`config.mk`:
```
export PLATFORM = sky130hd
export DESIGN_NAME = uart_led_cmd_ctrl
export DESIGN_NICKNAME = d
export VERILOG_FILES = /design/src/rtl/uart_led_ctrl_pkg.sv /design/src/rtl/uart_led_timeout.sv /design/src/rtl/uart_led_cmd_ctrl.sv
export SDC_FILE = /design/constraint.sdc
export NUM_CORES = 1
export LEC_CHECK = 0
export ABC_AREA = 1
export CORE_MARGIN = 2
export CORE_UTILIZATION = 60
export DETAILED_ROUTE_END_ITERATION = 7
export PLACE_DENSITY = 0.88
export SLEW_MARGIN = 0
export SYNTH_ARGS = -nofsm -noshare
export SYNTH_HDL_FRONTEND = slang
export SYNTH_SLANG_ARGS = --single-unit
```
`constraint.sdc`:
```
create_clock -name aclk -period 4.5 [get_ports aclk]
set_input_delay 0.45 -clock aclk [delete_from_list [all_inputs] [get_ports aclk]]
set_output_delay 0.45 -clock aclk [all_outputs]
set_load 0.005 [all_outputs]
```
`src/rtl/uart_led_ctrl_pkg.sv`:
```
// Shared types and constants for the UART-driven 7-segment command controller.
package uart_led_ctrl_pkg;

    localparam int unsigned BYTE_W  = 8;
    localparam int unsigned ERR_W   = 3;
    localparam int unsigned ERRCNT_W = 8;

    // Frame parser states: one step per received byte after SYNC
    typedef enum logic [2:0] {
        IDLE = 3'd0,
        CMD  = 3'd1,
        ADDR = 3'd2,
        DATA = 3'd3,
        CSUM = 3'd4
    } state_e;

    localparam logic [BYTE_W-1:0] CMD_WRITE_DIGIT = 8'h01;
    localparam logic [BYTE_W-1:0] CMD_BLANK_MASK  = 8'h02;
    localparam logic [BYTE_W-1:0] CMD_CLEAR_ALL   = 8'h03;

    typedef enum logic [ERR_W-1:0] {
        ERR_NONE     = 3'd0,
        ERR_PARITY   = 3'd1,
        ERR_CSUM     = 3'd2,
        ERR_BAD_CMD  = 3'd3,
        ERR_BAD_ADDR = 3'd4,
        ERR_TIMEOUT  = 3'd5
    } err_code_e;

    // True for opcodes the controller knows how to execute
    function automatic logic cmd_known(input logic [BYTE_W-1:0] c);
        return (c == CMD_WRITE_DIGIT) || (c == CMD_BLANK_MASK) || (c == CMD_CLEAR_ALL);
    endfunction

endpackage

```
`src/rtl/uart_led_timeout.sv`:
```
// Inter-byte timeout counter: runs while enabled, pulses expire_c on the LIMIT-th idle cycle.
module uart_led_timeout #(
    parameter int unsigned LIMIT = 50000
) (
    input  logic aclk,
    input  logic aresetn,
    input  logic clr,
    input  logic en,
    output logic expire_c
);

    localparam int unsigned CNT_W = $clog2(LIMIT + 1);
    localparam logic [CNT_W-1:0] LAST = CNT_W'(LIMIT - 1);

    logic [CNT_W-1:0] cnt_q;

    // A clear in the same cycle suppresses expiry, so an arriving byte always wins
    assign expire_c = en && !clr && (cnt_q == LAST);

    // Count idle cycles; hold at the last value until cleared
    always_ff @(posedge aclk) begin
        if (!aresetn) begin
            cnt_q <= '0;
        end else if (clr) begin
            cnt_q <= '0;
        end else if (en && (cnt_q != LAST)) begin
            cnt_q <= cnt_q + CNT_W'(1);
        end
    end

endmodule

```
`src/rtl/uart_led_cmd_ctrl.sv`:
```
// Parses SYNC/CMD/ADDR/DATA/CSUM frames from the UART byte stream and drives the 7-segment register file.
module uart_led_cmd_ctrl
    import uart_led_ctrl_pkg::*;
#(
    parameter int unsigned     CLK_FREQ   = 50,
    parameter int unsigned     NUM_DIGITS = 4,
    parameter int unsigned     TIMEOUT_US = 1000,
    parameter logic [7:0]      SYNC_BYTE  = 8'hA5
) (
    input  logic                      aclk,
    input  logic                      aresetn,
    input  logic [7:0]                s_tdata,
    input  logic                      s_tuser,
    input  logic                      s_tvalid,
    output logic [4*NUM_DIGITS-1:0]   digit_val,
    output logic [NUM_DIGITS-1:0]     digit_dp,
    output logic [NUM_DIGITS-1:0]     digit_blank,
    output logic                      frame_ok,
    output logic                      frame_err,
    output logic [2:0]                err_code,
    output logic [7:0]                err_cnt
);

    localparam int unsigned TO_LIMIT = CLK_FREQ * TIMEOUT_US;
    localparam int unsigned IDX_W    = (NUM_DIGITS > 1) ? $clog2(NUM_DIGITS) : 1;

    state_e            state_q, state_d;
    logic [BYTE_W-1:0] cmd_q, addr_q, data_q;
    logic              cap_cmd, cap_addr, cap_data;
    logic              exec, abort;
    err_code_e         abort_code;
    logic              to_clr, to_en, expire_c;
    logic [IDX_W-1:0]  widx;

    assign to_en  = (state_q != IDLE);
    assign to_clr = (state_q == IDLE) || s_tvalid;
    assign widx   = IDX_W'(addr_q);

    uart_led_timeout #(
        .LIMIT    (TO_LIMIT)
    ) u_timeout (
        .aclk     (aclk),
        .aresetn  (aresetn),
        .clr      (to_clr),
        .en       (to_en),
        .expire_c (expire_c)
    );

    // State register
    always_ff @(posedge aclk) begin
        if (!aresetn) begin
            state_q <= IDLE;
        end else begin
            state_q <= state_d;
        end
    end

    // Next-state, capture strobes and frame verdict
    always_comb begin
        state_d    = state_q;
        cap_cmd    = 1'b0;
        cap_addr   = 1'b0;
        cap_data   = 1'b0;
        exec       = 1'b0;
        abort      = 1'b0;
        abort_code = ERR_NONE;
        if (state_q == IDLE) begin
            if (s_tvalid && (s_tdata == SYNC_BYTE)) begin
                state_d = CMD;
            end
        end else if (s_tvalid) begin
            if (s_tuser) begin
                abort      = 1'b1;
                abort_code = ERR_PARITY;
            end else begin
                case (state_q)
                    CMD: begin
                        cap_cmd = 1'b1;
                        state_d = ADDR;
                    end
                    ADDR: begin
                        cap_addr = 1'b1;
                        state_d  = DATA;
                    end
                    DATA: begin
                        cap_data = 1'b1;
                        state_d  = CSUM;
                    end
                    CSUM: begin
                        state_d = IDLE;
                        if (s_tdata != (cmd_q ^ addr_q ^ data_q)) begin
                            abort      = 1'b1;
                            abort_code = ERR_CSUM;
                        end else if (!cmd_known(cmd_q)) begin
                            abort      = 1'b1;
                            abort_code = ERR_BAD_CMD;
                        end else if ((cmd_q == CMD_WRITE_DIGIT) &&
                                     (addr_q >= BYTE_W'(NUM_DIGITS))) begin
                            abort      = 1'b1;
                            abort_code = ERR_BAD_ADDR;
                        end else begin
                            exec = 1'b1;
                        end
                    end
                    default: state_d = IDLE;
                endcase
            end
        end else if (expire_c) begin
            abort      = 1'b1;
            abort_code = ERR_TIMEOUT;
        end
        if (abort) begin
            state_d = IDLE;
        end
    end

    // Frame field capture
    always_ff @(posedge aclk) begin
        if (!aresetn) begin
            cmd_q  <= '0;
            addr_q <= '0;
            data_q <= '0;
        end else begin
            if (cap_cmd)  cmd_q  <= s_tdata;
            if (cap_addr) addr_q <= s_tdata;
            if (cap_data) data_q <= s_tdata;
        end
    end

    // Status pulses and sticky error reporting
    always_ff @(posedge aclk) begin
        if (!aresetn) begin
            frame_ok  <= 1'b0;
            frame_err <= 1'b0;
            err_code  <= '0;
            err_cnt   <= '0;
        end else begin
            frame_ok  <= exec;
            frame_err <= abort;
            if (abort) begin
                err_code <= abort_code;
                if (err_cnt != 8'hFF) begin
                    err_cnt <= err_cnt + 8'd1;
                end
            end
        end
    end

    // Display register file, updated only by a fully validated frame
    always_ff @(posedge aclk) begin
        if (!aresetn) begin
            digit_val   <= '0;
            digit_dp    <= '0;
            digit_blank <= '1;
        end else if (exec) begin
            case (cmd_q)
                CMD_WRITE_DIGIT: begin
                    digit_val[{widx, 2'b00} +: 4] <= data_q[3:0];
                    digit_dp[widx]                <= data_q[7];
                    digit_blank[widx]             <= 1'b0;
                end
                CMD_BLANK_MASK: begin
                    digit_blank <= NUM_DIGITS'(data_q);
                end
                CMD_CLEAR_ALL: begin
                    digit_val   <= '0;
                    digit_dp    <= '0;
                    digit_blank <= '1;
                end
                default: ;
            endcase
        end
    end

endmodule
```
# Word level (Yosys, flattened, before mapping)
# Index checks and enable logic that the tools add are counted.
[classes] add_sub_neg=3 n_lt_le_gt_ge=3 eq_ne=14 shift=2 n_mux=47 n_bitwise=5 n_reduce_logical=21
[ops] cell="$mux 3" count=12
[ops] cell="$pmux 16 s2" count=1
[ops] cell="$mux 1" count=28
[ops] cell="$add 16x1->16 const B" count=1
[ops] cell="$bwmux 16" count=1
[ops] cell="$eq 16x16->1 const B" count=1
[ops] cell="$eq 8x2->1 const B" count=2
[ops] cell="$ne 16x16->1 const B" count=1
[ops] cell="$shift 4x6->16 const A" count=1
[ops] cell="$shiftx 4x6->16" count=1
[ops] cell="$xor 8x8->8" count=2
[ops] cell="$pmux 4 s3" count=1
[ops] cell="$pmux 3 s3" count=1
[ops] cell="$add 8x1->8 const B" count=1
[ops] cell="$eq 8x1->1 const B" count=1
[ops] cell="$eq 8x8->1 const B" count=1
[ops] cell="$ge 8x3->1 const B" count=1
[ops] cell="$ne 8x8->1" count=1
[ops] cell="$ne 8x8->1 const B" count=1
[ops] cell="$pmux 4 s2" count=1
[ops] cell="$eq 3x2->1 const B" count=2
[ops] cell="$logic_and 1x1->1" count=6
[ops] cell="$neg 4->6" count=1
[ops] cell="$reduce_and 2->1" count=3
[ops] cell="other kinds (17)" count=23
[word_totals] regBits=80 output_inout_bits=37 elab_cells=107

# Depth between registers and ports, before layout
# Gate-level depths: netlist of run 1.
[depth] ltp_word=10 ltp_mapped=17 ltp_nobuf=17

# Cells and area by module
# From an unflattened synthesis of run 1, not the netlist that was laid out.
[unflattened] cells_unflattened=745 hier_area_um2=4665.7
[modules_own_cells] mod="uart_led_cmd_ctrl" instances=1 cells_each=593 area_each_um2=3732.3 seq_area_each_um2=1281.2
[modules_own_cells] mod="uart_led_timeout" instances=1 cells_each=152 area_each_um2=933.4 seq_area_each_um2=320.3

# Worst setup path before layout of run 1
# Ideal clock, no wire load.
[synth_timing] kind="flip-flop to flip-flop" start="register addr_q[0]" end="register digit_dp[0]" arrival_ns=1.603 required_time_ns=4.379 setup_slack_ns=2.775 stages_incl_launch_ff=17 n_path_buf=2 period_less_slack_ns=1.725 path_cell_list="dfxtp_1 > buf_2 > inv_2 > nand2_1 > nand2_1 > nand2_1 > nand2_1 > nand2_1 > nor2_2 > nand2_2 > inv_2 > nand4_4 > inv_4 > buf_6 > nand3_1 > nand2_1 > a21oi_1"
[synth_via] elab_chain_cells=10 word_cells_on_any_way=20 classes_between="order compare: 3; eq/ne: 1; mux: 11; bitwise: 2; reduce/logical: 3"
[synth_lines] element="from (decl)" line_no="uart_led_cmd_ctrl.sv:28" source="logic [BYTE_W-1:0] cmd_q, addr_q, data_q;"
[synth_lines] element="from (signal assigned)" line_no="uart_led_cmd_ctrl.sv:125" source="if (cap_addr) addr_q <= s_tdata;"
[synth_lines] element="$ge 8x3->1" line_no="uart_led_cmd_ctrl.sv:98" source="(addr_q >= BYTE_W'(NUM_DIGITS))) begin"
[synth_lines] element="$logic_and 1x1->1" line_no="uart_led_cmd_ctrl.sv:97" source="end else if ((cmd_q == CMD_WRITE_DIGIT) &&"
[synth_lines] element="$mux 1" line_no="uart_led_cmd_ctrl.sv:97"
[synth_lines] element="$mux 1" line_no="uart_led_cmd_ctrl.sv:94" source="end else if (!cmd_known(cmd_q)) begin"
[synth_lines] element="$mux 1" line_no="uart_led_cmd_ctrl.sv:91" source="if (s_tdata != (cmd_q ^ addr_q ^ data_q)) begin"
[synth_lines] element="$mux 1" line_no="uart_led_cmd_ctrl.sv:76" source="case (state_q)"
[synth_lines] element="$mux 1" line_no="uart_led_cmd_ctrl.sv:72" source="if (s_tuser) begin"
[synth_lines] element="$mux 1" line_no="uart_led_cmd_ctrl.sv:71" source="end else if (s_tvalid) begin"
[synth_lines] element="$mux 1" line_no="uart_led_cmd_ctrl.sv:67" source="if (state_q == IDLE) begin"
[synth_lines] element="$reduce_and 2->1 (no source line)"
[synth_lines] element="to (signal, indexed assignment)" line_no="uart_led_cmd_ctrl.sv:159" source="digit_dp[widx] <= data_q[7];"
[synth_lines] element="to (decl)" line_no="uart_led_cmd_ctrl.sv:16" source="output logic [NUM_DIGITS-1:0] digit_dp,"
# Parallel ways exist; a longest one is shown, timed or not.
# A chain may end at the register's enable or synchronous reset.

# Worst setup path after layout of run 1
[layout_timing] start="input port s_tdata[3]" end="register digit_dp[2]"
[layout_via] elab_chain_cells=7
[layout_lines] element="from (decl)" line_no="uart_led_cmd_ctrl.sv:12" source="input logic [7:0] s_tdata,"
[layout_lines] element="$ne 8x8->1" line_no="uart_led_cmd_ctrl.sv:91"
[layout_lines] element="$mux 1" line_no="uart_led_cmd_ctrl.sv:91"
[layout_lines] element="$mux 1" line_no="uart_led_cmd_ctrl.sv:76"
[layout_lines] element="$mux 1" line_no="uart_led_cmd_ctrl.sv:72"
[layout_lines] element="$mux 1" line_no="uart_led_cmd_ctrl.sv:71"
[layout_lines] element="$mux 1" line_no="uart_led_cmd_ctrl.sv:67"
[layout_lines] element="$reduce_and 2->1 (no source line)"
# No other way between the ends.

==> impl_metrics.yaml, run 1 <==
timing:
  grt_setup_unrepaired: "false"
  whs_ns: 0.465
  finalSetupViolCount: 0
  slew_headroom_pct: 34.9
  tightest_slew_ns: 0.972
  tns_ns: 0
  finalMaxSlewViolations: 0
  layout_min_cycle_time_ns: 2.25
  period_share_pct: 50.1
  hold_viol: 0
  finalClockSkew_ns: 0.0105
  fmaxAchievable_mhz: 444
clock_network:
  clk-insertion-delay-late_ns: 0.36
  htree_levels: 3
  numCtsBuffers: 9
  cts_setup_buffers: 0
  cts_hold_buf: 0
  cts.sinks: 80
  cts_tree: "yes"
  cts_resized: 0
  root_buffer: "clkbuf_8"
  cts.clk_slew.worst_paths_ns: 0.08
  clockBufferDepth: 2
floorplanning:
  die-area_mm2: 0.00817
  die-height_um: 90.4
  rows: 31
  initial_core_util_pct: 61.7
  fp.dieW_um: 90.4
  core_mm2: 0.00725
  io_pins: 49
min_path:
  hold_class: "reg2reg"
logic_synthesis:
  synth-simple-area-share_pct: 35.4
  syn-num-nets: 700
  syn_avg_cell_area_um2: 6.58
  synth_cells: 681
  synth_compound_area_share_pct: 13.2
  synthMuxAreaShare_pct: 0
  synthXorXnorAreaFrac_pct: 2.54
  synthDistinctLibCells: 39
  ys.flop_type: "dfxtp_1"
  yosys_register_bits: 80
  synthAdderAreaFrac_pct: 1.96
  synth_area_mm2: 0.00448
  yosysSeqAreaShare_pct: 35.8
  synth_top_family_by_area: "simple AND/OR/NAND/NOR gates"
  yosysWarnings: 0
  async_reset_ff_share_pct: 0
  synth_edf_count: 0
detailed_routing:
  met3WireLength_um: 599
  dr.first_iter.drc_count: 262
  vias: 4448
  wl_met2_mm: 4.80
  avgRoutedWirePerCell_um: 12.4
  drt-met1-wl_mm: 4.60
  drt.antenna.violating_nets: 0
  viasPerCell: 5.37
  drc: 0
  wl_mm: 10.2
  dr.pass1.iters: 5
  top_layer: "met4"
setup_path:
  required_ns: 4.72
  crit_path_frequent_cell: "nand2_1"
  slowest_stage: "clkdlybuf4s50_1"
  cp_max_fo: 14
  max_stage_delay_ns: 0.54
  path_delay_family: "simple AND/OR/NAND/NOR gates"
  end_kind: "register"
  cp.buffers_inverters: 5
  cp-start-kind: "input port"
  worstPathArrival_ns: 2.47
  critical_path_class: "in2reg"
  path_cells: "clkdlybuf4s50_1 > inv_2 > nand2_1 > nand2_1 > inv_1 > nand2_1 > nand2_1 > nand2_1 > nor2_2 > nand2_2 > inv_2 > nand4_4 > inv_4 > nand3_1 > nand2_1 > a21oi_1"
pwr:
  leakage_nw: 2.12
  power_density_mw_per_mm2: 250
  ir_drop_mv: 0.188
  finalPower_mw: 1.30
finish:
  final_core_util_pct: 71.8
  layout.cells.non_filler: 829
  drive_above_1_share_pct: 8.49
  n_antenna_cell: 0
  syn2layout_area_growth_pct: 16.4
  nets: 744
place:
  dp_hpwl_mm: 7.64
  dp_cells: 813
  numPortBuffers: 48
  gp_congestion: 0.912
grt:
  track_usage_pct: 26.3
  overflow: 0
  antenna_found_initial: 0
  grt_pass1_vias: 3993
  grt_max_degree: 44
  grt_pass1_wl_mm: 17.9
run_status:
  status: "completed"
flow_run:
  max_cap_viol_count: 0
==> metal layers <==
metal / up-vias / track usage [%]
met4: 0 / 10.0
met3: 30 / 4.34
li1: 2273 / -
met2: 129 / 44.9
met1: 2016 / 33.5
met5: - / 0
==> state kept, by name, summed over array words and instances, names as in the netlist, 3 cells and up <==
name             flops
digit_dp             4
digit_blank          4
state_q              3
cmd_q                8
u_timeout.cnt_q     16
err_code             3
err_cnt              8
data_q               8
digit_val           16
addr_q               8
==> report_power, final <==
group	internal (mW)	switching, mW
registers	0.707	0.0000591
clock network	0.262	0.286
logic	0.0188	0.0297
total	0.988	0.316
==> kinds of logic (layout without fill, tap and decap cells) <==
group / count (synthesis) / after routing
AO/OA/AOI/OAI: 113 / 113
XOR/XNOR: 13 / 13
adder cells (fa/ha/maj): 7 / 7
buffers and inverters: 126 / 175
flip-flops: 80 / 80
AND/OR/NAND/NOR: 342 / 342
==> layout by cell type, fill, tap and decap left out, types with 2 or more instances in the layout <==
cell,count
nand2_1,180
inv_1,89
dfxtp_1,80
nor2_1,63
a21oi_1,55
clkdlybuf4s50_1,48
o21ai_0,33
nand3_1,22
nor3_1,20
nand4_1,18
inv_2,17
o21ai_1,14
xor2_1,10
nor4_1,10
clkbuf_8,9
nand2_2,7
ha_1,7
nor2_2,5
nand3_4,4
o211ai_1,4
nor3b_1,3
xnor2_1,3
inv_6,3
clkinvlp_4,3
or2_2,2
nor2_4,2
o31ai_1,2
nor3_2,2
o21a_1,2
clkinv_2,2
==> final timing paths <==
kind	startpoint	to	slack, ns	depth (start not counted)
max	s_tdata[3]	digit_dp[2]	2.25	16
min	digit_val[9]	digit_val[9]	0.46	2
max reg2reg	u_timeout.cnt_q[0]	u_timeout.cnt_q[11]	2.31	11
min reg2reg	digit_val[9]	digit_val[9]	0.46	2
==> stage by stage <==
step	worst slack [ns]	area, um^2
floorplan	2.78	4480
global placement	2.02	5010
detailed placement	1.94	5010
CTS	2.28	5210
global route	2.00	5210
finish	2.25	5210
==> worst reg2reg max path: cells and delay by family, from the launching register on <==
family	cells	cell delay, ns
buffers and inverters	2	0.32
AND/OR/NAND/NOR	6	0.98
flip-flops	1	0.34
adder cells (fa/ha/maj)	1	0.23
AO/OA/AOI/OAI	2	0.21
==> cells in the mapped netlist (3+ instances only) <==
| cell type | count | area, um^2 |
|---|---|---|
| o211ai_1 | 4 | 30.0 |
| inv_1 | 89 | 334 |
| clkbuf_1 | 11 | 41.3 |
| xnor2_1 | 3 | 26.3 |
| nor3_1 | 20 | 100 |
| o21ai_0 | 33 | 165 |
| nor2_1 | 63 | 236 |
| nand2_1 | 180 | 676 |
| xor2_1 | 10 | 87.6 |
| dfxtp_1 | 80 | 1600 |
| nand3_1 | 22 | 110 |
| nor3b_1 | 3 | 22.5 |
| nand4_1 | 18 | 113 |
| nor4_1 | 10 | 62.6 |
| nor2_2 | 5 | 31.3 |
| inv_2 | 17 | 63.8 |
| nand3_4 | 4 | 70.1 |
| o21ai_1 | 14 | 70.1 |
| nand2_2 | 7 | 43.8 |
| ha_1 | 7 | 87.6 |
| a21oi_1 | 55 | 275 |
==> layout make-up <==
class	count	area (um^2)
multi-input combinational	475	2380
sequential	80	1600
clock inverter	7	78.8
clock buffer	9	124
inverter	110	418
timing repair buffer	49	488
tap	99	124
fill	625	2040
Note: power is estimated with default switching activity, not from simulation.
==> run 2, diff against run 1 <==
--- a/config.mk
+++ b/config.mk
@@ -7,9 +7,9 @@
 export LEC_CHECK = 0
 export ABC_AREA = 1
 export CORE_MARGIN = 2
-export CORE_UTILIZATION = 60
+export CORE_UTILIZATION = 57
 export DETAILED_ROUTE_END_ITERATION = 7
-export PLACE_DENSITY = 0.88
+export PLACE_DENSITY = 0.84
 export SLEW_MARGIN = 0
 export SYNTH_ARGS = -nofsm -noshare
 export SYNTH_HDL_FRONTEND = slang
==> constraint.sdc (replaced) <==
create_clock -name aclk -period 2.25 [get_ports aclk]
set_input_delay 0.225 -clock aclk [delete_from_list [all_inputs] [get_ports aclk]]
set_output_delay 0.225 -clock aclk [all_outputs]
set_load 0.005 [all_outputs]
==> impl_metrics.yaml, run 2 (synthesis results as in run 1) <==
finish:
  final_common_cell: "nand2_1"
  n_antenna_cell: 0
  regArea_mm2: 0.00160
  nets: 756
  mostFrequentLayoutCells: "180 x nand2_1, 89 x inv_1, 79 x dfxtp_1"
  reg_top3: "digit_val x16, u_timeout.cnt_q x16"
  layout.cells.non_filler: 844
  syn2layout_area_growth_pct: 18.7
  drive_above_1_share_pct: 9.97
  num-fill-cells: 695
  multiInputGateArea_mm2: 0.00238
timing:
  period_share_pct: 90.7
  slew_headroom_pct: 64.2
  tightest_slew_ns: 0.536
  tns_ns: 0
  layout_min_cycle_time_ns: 2.04
  hold_viol: 0
  fmaxAchievable_mhz: 490
  finalClockSkew_ns: 0.0106
  finalSetupViolCount: 0
  finalMaxSlewViolations: 0
  grt_setup_unrepaired: "false"
  fin_ws_ns: 0.209
setup_path:
  path_cells: "ha_1 > inv_1 > nor3_1 > inv_1 > nor2_1 > nand4_1 > nand2_2 > nand2_2 > nand2_1 > a21oi_1"
  worstPathArrival_ns: 2.28
  r2r-start: "u_timeout.cnt_q[1]"
  reg2reg_depth: 10
  max_stage_delay_ns: 0.37
  path_delay_family: "simple AND/OR/NAND/NOR gates"
  cp-start-kind: "register"
  slowest_stage: "dfxtp_1"
  reg2reg_to: "err_cnt[3]"
  end_kind: "register"
  cp_max_fo: 13
  critical_path_class: "reg2reg"
  required_ns: 2.49
  cp.buffers_inverters: 2
  r2r_slack_ns: 0.21
detailed_routing:
  drc: 0
  avgRoutedWirePerCell_um: 12.9
  drt.antenna.violating_nets: 0
  vias: 4504
  wl_mm: 10.9
  dr.pass1.iters: 7
  viasPerCell: 5.34
  dr.first_iter.drc_count: 215
floorplanning:
  initial_core_util_pct: 58.3
  die-height_um: 92.6
  core_mm2: 0.00769
  rows: 32
  io_pins: 49
  fp.dieW_um: 92.6
  die-area_mm2: 0.00858
place:
  dp_hpwl_mm: 8.21
  dp_slack_ns: -0.00237
  numPortBuffers: 48
  dp_cells: 828
  gp_congestion: 0.923
flow_run:
  max_cap_viol_count: 0
pwr:
  seq_power_share_pct: 53.0
  ir_drop_mv: 0.354
  leakage_nw: 2.20
  intPower_mw: 2.08
  p_sw_mw: 0.591
  clock_power_share_pct: 43.1
  power_density_mw_per_mm2: 502
  power_frac_comb_pct: 3.9
  netSwitchingFraction_pct: 22.1
  finalPower_mw: 2.67
grt:
  track_usage_pct: 26.2
  overflow: 0
  grt_pass1_wl_mm: 18.4
  grt_pass1_vias: 4166
  grt_max_degree: 32
  antenna_found_initial: 0
clock_network:
  clk-insertion-delay-late_ns: 0.35
  htree_levels: 3
  cts.clk_slew.worst_paths_ns: 0.08
  cts_tree: "yes"
  cts.sinks: 80
  root_buffer: "clkbuf_8"
  clockBufferDepth: 2
  cts_setup_buffers: 0
  numCtsBuffers: 9
min_path:
  hold_path_end: "data_q[5]"
  min_path_cells: 2
  hold_class: "reg2reg"
  min_from: "data_q[5]"
run_status:
  status: "completed"
[run 2: metal layers]
metal  part of all wire, %  GRT usage (%)
met2                    48           45.1
met5                     0              0
met3                   5.2           3.58
met4                   1.7           9.44
met1                    45           33.7
[run 2: layout make-up]
class	instances	area share (%)
tap	102	2.40
inverter	110	7.86
timing repair buffer	61	10.9
clock buffer	10	2.40
sequential	80	30.2
clock inverter	6	1.58
multi-input combinational	475	44.7
[run 2: how the worst max path moves through the flow]
stage	start	end	slack, ns	cells after the start
final	u_timeout.cnt_q[1]	err_cnt[3]	0.21	10
after global routing	u_timeout.cnt_q[1]	err_cnt[3]	0.02	10
after CTS	u_timeout.cnt_q[1]	err_cnt[3]	0.22	10
after detailed placement	s_tdata[7]	digit_val[10]	-0.002	14
after global placement	s_tdata[6]	state_q[1]	0.07	17
after floorplan	addr_q[0]	digit_dp[0]	0.53	16
[run 2: per-stage QoR]
stage	hold WS [ns]	cell area [um^2]	utilization, %
after floorplan	0.364	4480	-
after global placement	0.447	5100	66.4
after detailed placement	0.457	5100	66.4
after CTS	0.469	5310	69.1
after global routing	0.494	5320	69.1
final	0.470	5320	69.1
[run 2: repair_timing]
action | 4_1_cts | 5_1_grt
hold buffers | 0 | 0
gates resized for setup | 0 | 1
setup endpoints to repair | 0 | 1
[run 2: power groups by stage]
stage                     sequential [mW]  combinational, mW  clock [mW]
after floorplan                      1.45             0.0557           0
after global placement               1.45              0.101           0
after detailed placement             1.45              0.103           0
after CTS                            1.41              0.104        1.16
after global routing                 1.41              0.117        1.21
final                                1.41              0.105        1.15
[run 2: worst reg2reg max path: stages (launching register included)]
cell     delay [ns]
dfxtp_1        0.37
ha_1           0.20
inv_1          0.08
nor3_1         0.25
inv_1          0.09
nor2_1         0.11
nand4_1        0.22
nand2_2        0.31
nand2_2        0.14
nand2_1        0.09
a21oi_1        0.06
==> run 3, diff against run 2 <==
--- a/config.mk
+++ b/config.mk
@@ -5,9 +5,8 @@
 export SDC_FILE = /design/constraint.sdc
 export NUM_CORES = 1
 export LEC_CHECK = 0
-export ABC_AREA = 1
 export CORE_MARGIN = 2
-export CORE_UTILIZATION = 57
+export CORE_UTILIZATION = 56
 export DETAILED_ROUTE_END_ITERATION = 7
 export PLACE_DENSITY = 0.84
 export SLEW_MARGIN = 0
==> constraint.sdc (replaced) <==
create_clock -name aclk -period 2.25 [get_ports aclk]
set_input_delay 0.45 -clock aclk [delete_from_list [all_inputs] [get_ports aclk]]
set_output_delay 0.45 -clock aclk [all_outputs]
set_load 0.005 [all_outputs]
==> impl_metrics.yaml, run 3 <==
run_status:
  status: "completed"
place:
  gp_congestion: 0.863
  postPlaceCellArea_mm2: 0.00485
  dp_hpwl_mm: 7.12
  numPortBuffers: 48
finish:
  mostFrequentLayoutCells: "79 x dfxtp_1, 69 x nor2_1, 43 x nand2_1"
  syn2layout_area_growth_pct: 27.6
  reg_top3: "digit_val x16, u_timeout.cnt_q x16"
  final_common_cell: "dfxtp_1"
  stdcell_area_mm2: 0.00518
  drive_above_1_share_pct: 15.8
  num-fill-cells: 530
  nets: 551
  n_antenna_cell: 0
  final_core_util_pct: 72.5
floorplanning:
  die-height_um: 89.1
  initial_core_util_pct: 56.8
  io_pins: 49
  rows: 31
  fp.dieW_um: 89.1
  core_mm2: 0.00714
  die-area_mm2: 0.00794
detailed_routing:
  drt.antenna.violating_nets: 0
  avgRoutedWirePerCell_um: 16.1
  dr.first_iter.drc_count: 319
  drc: 0
  viasPerCell: 5.79
  dr.pass1.iters: 7
  wl_mm: 10.3
  vias: 3680
logic_synthesis:
  yosysSeqAreaShare_pct: 39.5
  synthTopCellsByCount: "80 x dfxtp_1, 69 x nor2_1, 44 x nand2_1, 42 x mux2i_1, 28 x nand3_1"
  synth_cells: 455
  synth_edf_count: 0
  synth_area_leaders: "dfxtp_1 39%, mux2i_1 10%, nor2_1 6.4%"
  yosysWarnings: 0
  yosysTopAreaCell: "dfxtp_1"
  synth.most_common_cell: "dfxtp_1"
  yosys_register_bits: 80
  synth_area_mm2: 0.00406
  ys.flop_type: "dfxtp_1"
  async_reset_ff_share_pct: 0
  syn-num-nets: 474
  yosys.area.top_type_share_pct: 39.5
  synthDistinctLibCells: 54
  syn_avg_cell_area_um2: 8.92
timing:
  finalSetupViolCount: 0
  whs_ns: 0.457
  grt_setup_unrepaired: "true"
  layout_min_cycle_time_ns: 2.24
  tightest_slew_ns: 0.547
  finalMaxSlewViolations: 0
  period_share_pct: 99.5
  tns_ns: 0
  slew_headroom_pct: 63.3
  hold_viol: 0
  fmaxAchievable_mhz: 447
  finalClockSkew_ns: 0.00991
clock_network:
  cts_setup_buffers: 0
  clockBufferDepth: 2
  cts.sinks: 80
  clk-insertion-delay-late_ns: 0.36
  cts_resized: 0
  numCtsBuffers: 9
  htree_levels: 3
  cts.clk_slew.worst_paths_ns: 0.08
  cts_hold_buf: 0
  root_buffer: "clkbuf_8"
  cts_tree: "yes"
setup_path:
  max_stage_delay_ns: 0.53
  required_ns: 2.47
  end_kind: "register"
  slowest_stage: "clkdlybuf4s50_1"
  cp_max_fo: 14
  worstPathArrival_ns: 2.46
  critical_path_class: "in2reg"
  path_cells: "clkdlybuf4s50_1 > xnor2_2 > xnor2_1 > nand4_1 > or2_4 > buf_12 > nor4_4 > o22ai_1"
  cp-start-kind: "input port"
flow_run:
  max_cap_viol_count: 0
grt:
  overflow: 0
  grt_pass1_vias: 3318
  antenna_found_initial: 0
  track_usage_pct: 25.4
  grt_max_degree: 58
  grt_pass1_wl_mm: 15.8
min_path:
  hold_class: "reg2reg"
pwr:
  leakage_nw: 2.02
  finalPower_mw: 2.66
  ir_drop_mv: 0.416
  power_density_mw_per_mm2: 514
-- run 3: final timing paths --
kind / from / to / slack [ns] / cells after the start
max reg2reg: cmd_q[7] / digit_val[9] / 0.05 / 6
max: s_tdata[4] / digit_val[9] / 0.01 / 8
min reg2reg: digit_val[7] / digit_val[7] / 0.46 / 2
min: digit_val[7] / digit_val[7] / 0.46 / 2
-- run 3: logic make-up after synthesis --
logic type,count (synthesis),share of synthesized area [%]
flip-flops,80,39.5
multiplexers,42,10.4
buffers and inverters,31,3.95
adder cells (fa/ha/maj),7,2.16
AO/OA/AOI/OAI,52,8.95
XOR/XNOR,36,7.77
AND/OR/NAND/NOR,207,27.3
-- run 3: layout make-up --
| cell class | instances | area [um^2] | share of cell area, % |
|---|---|---|---|
| tap | 99 | 124 | 2.39 |
| inverter | 6 | 22.5 | 0.435 |
| clock buffer | 12 | 165 | 3.19 |
| timing repair buffer | 91 | 826 | 15.9 |
| sequential | 80 | 1600 | 31.0 |
| clock inverter | 4 | 48.8 | 0.942 |
| multi-input combinational | 344 | 2390 | 46.1 |
-- run 3: through the flow --
| stage | worst slack (ns) | cells |
|---|---|---|
| floorplan | 0.145 | 455 |
| global placement | -0.248 | 620 |
| detailed placement | -0.389 | 620 |
| CTS | 0.00262 | 636 |
| global route | -0.0488 | 636 |
| finish | 0.0107 | 636 |
-- run 3: routing by layer --
layer	track usage, %	wire (um)	vias up
met1	34.2	4530	1739
met2	41.7	5010	153
li1	-	-	1766
met4	9.50	167	0
met3	3.42	556	22
met5	0	0	-
-- run 3: report_power, final --
part | internal, mW | switching, mW
logic | 0.0498 | 0.0648
registers | 1.41 | 0.000840
clock network | 0.604 | 0.528
-- run 3: critical path: cells and delay by family --
family	cells	cell delay, ns
buffers and inverters	2	0.69
AOI/OAI and AO/OA	1	0.16
xor gates and xnor gates	2	0.27
and+or+nand+nor	3	0.89
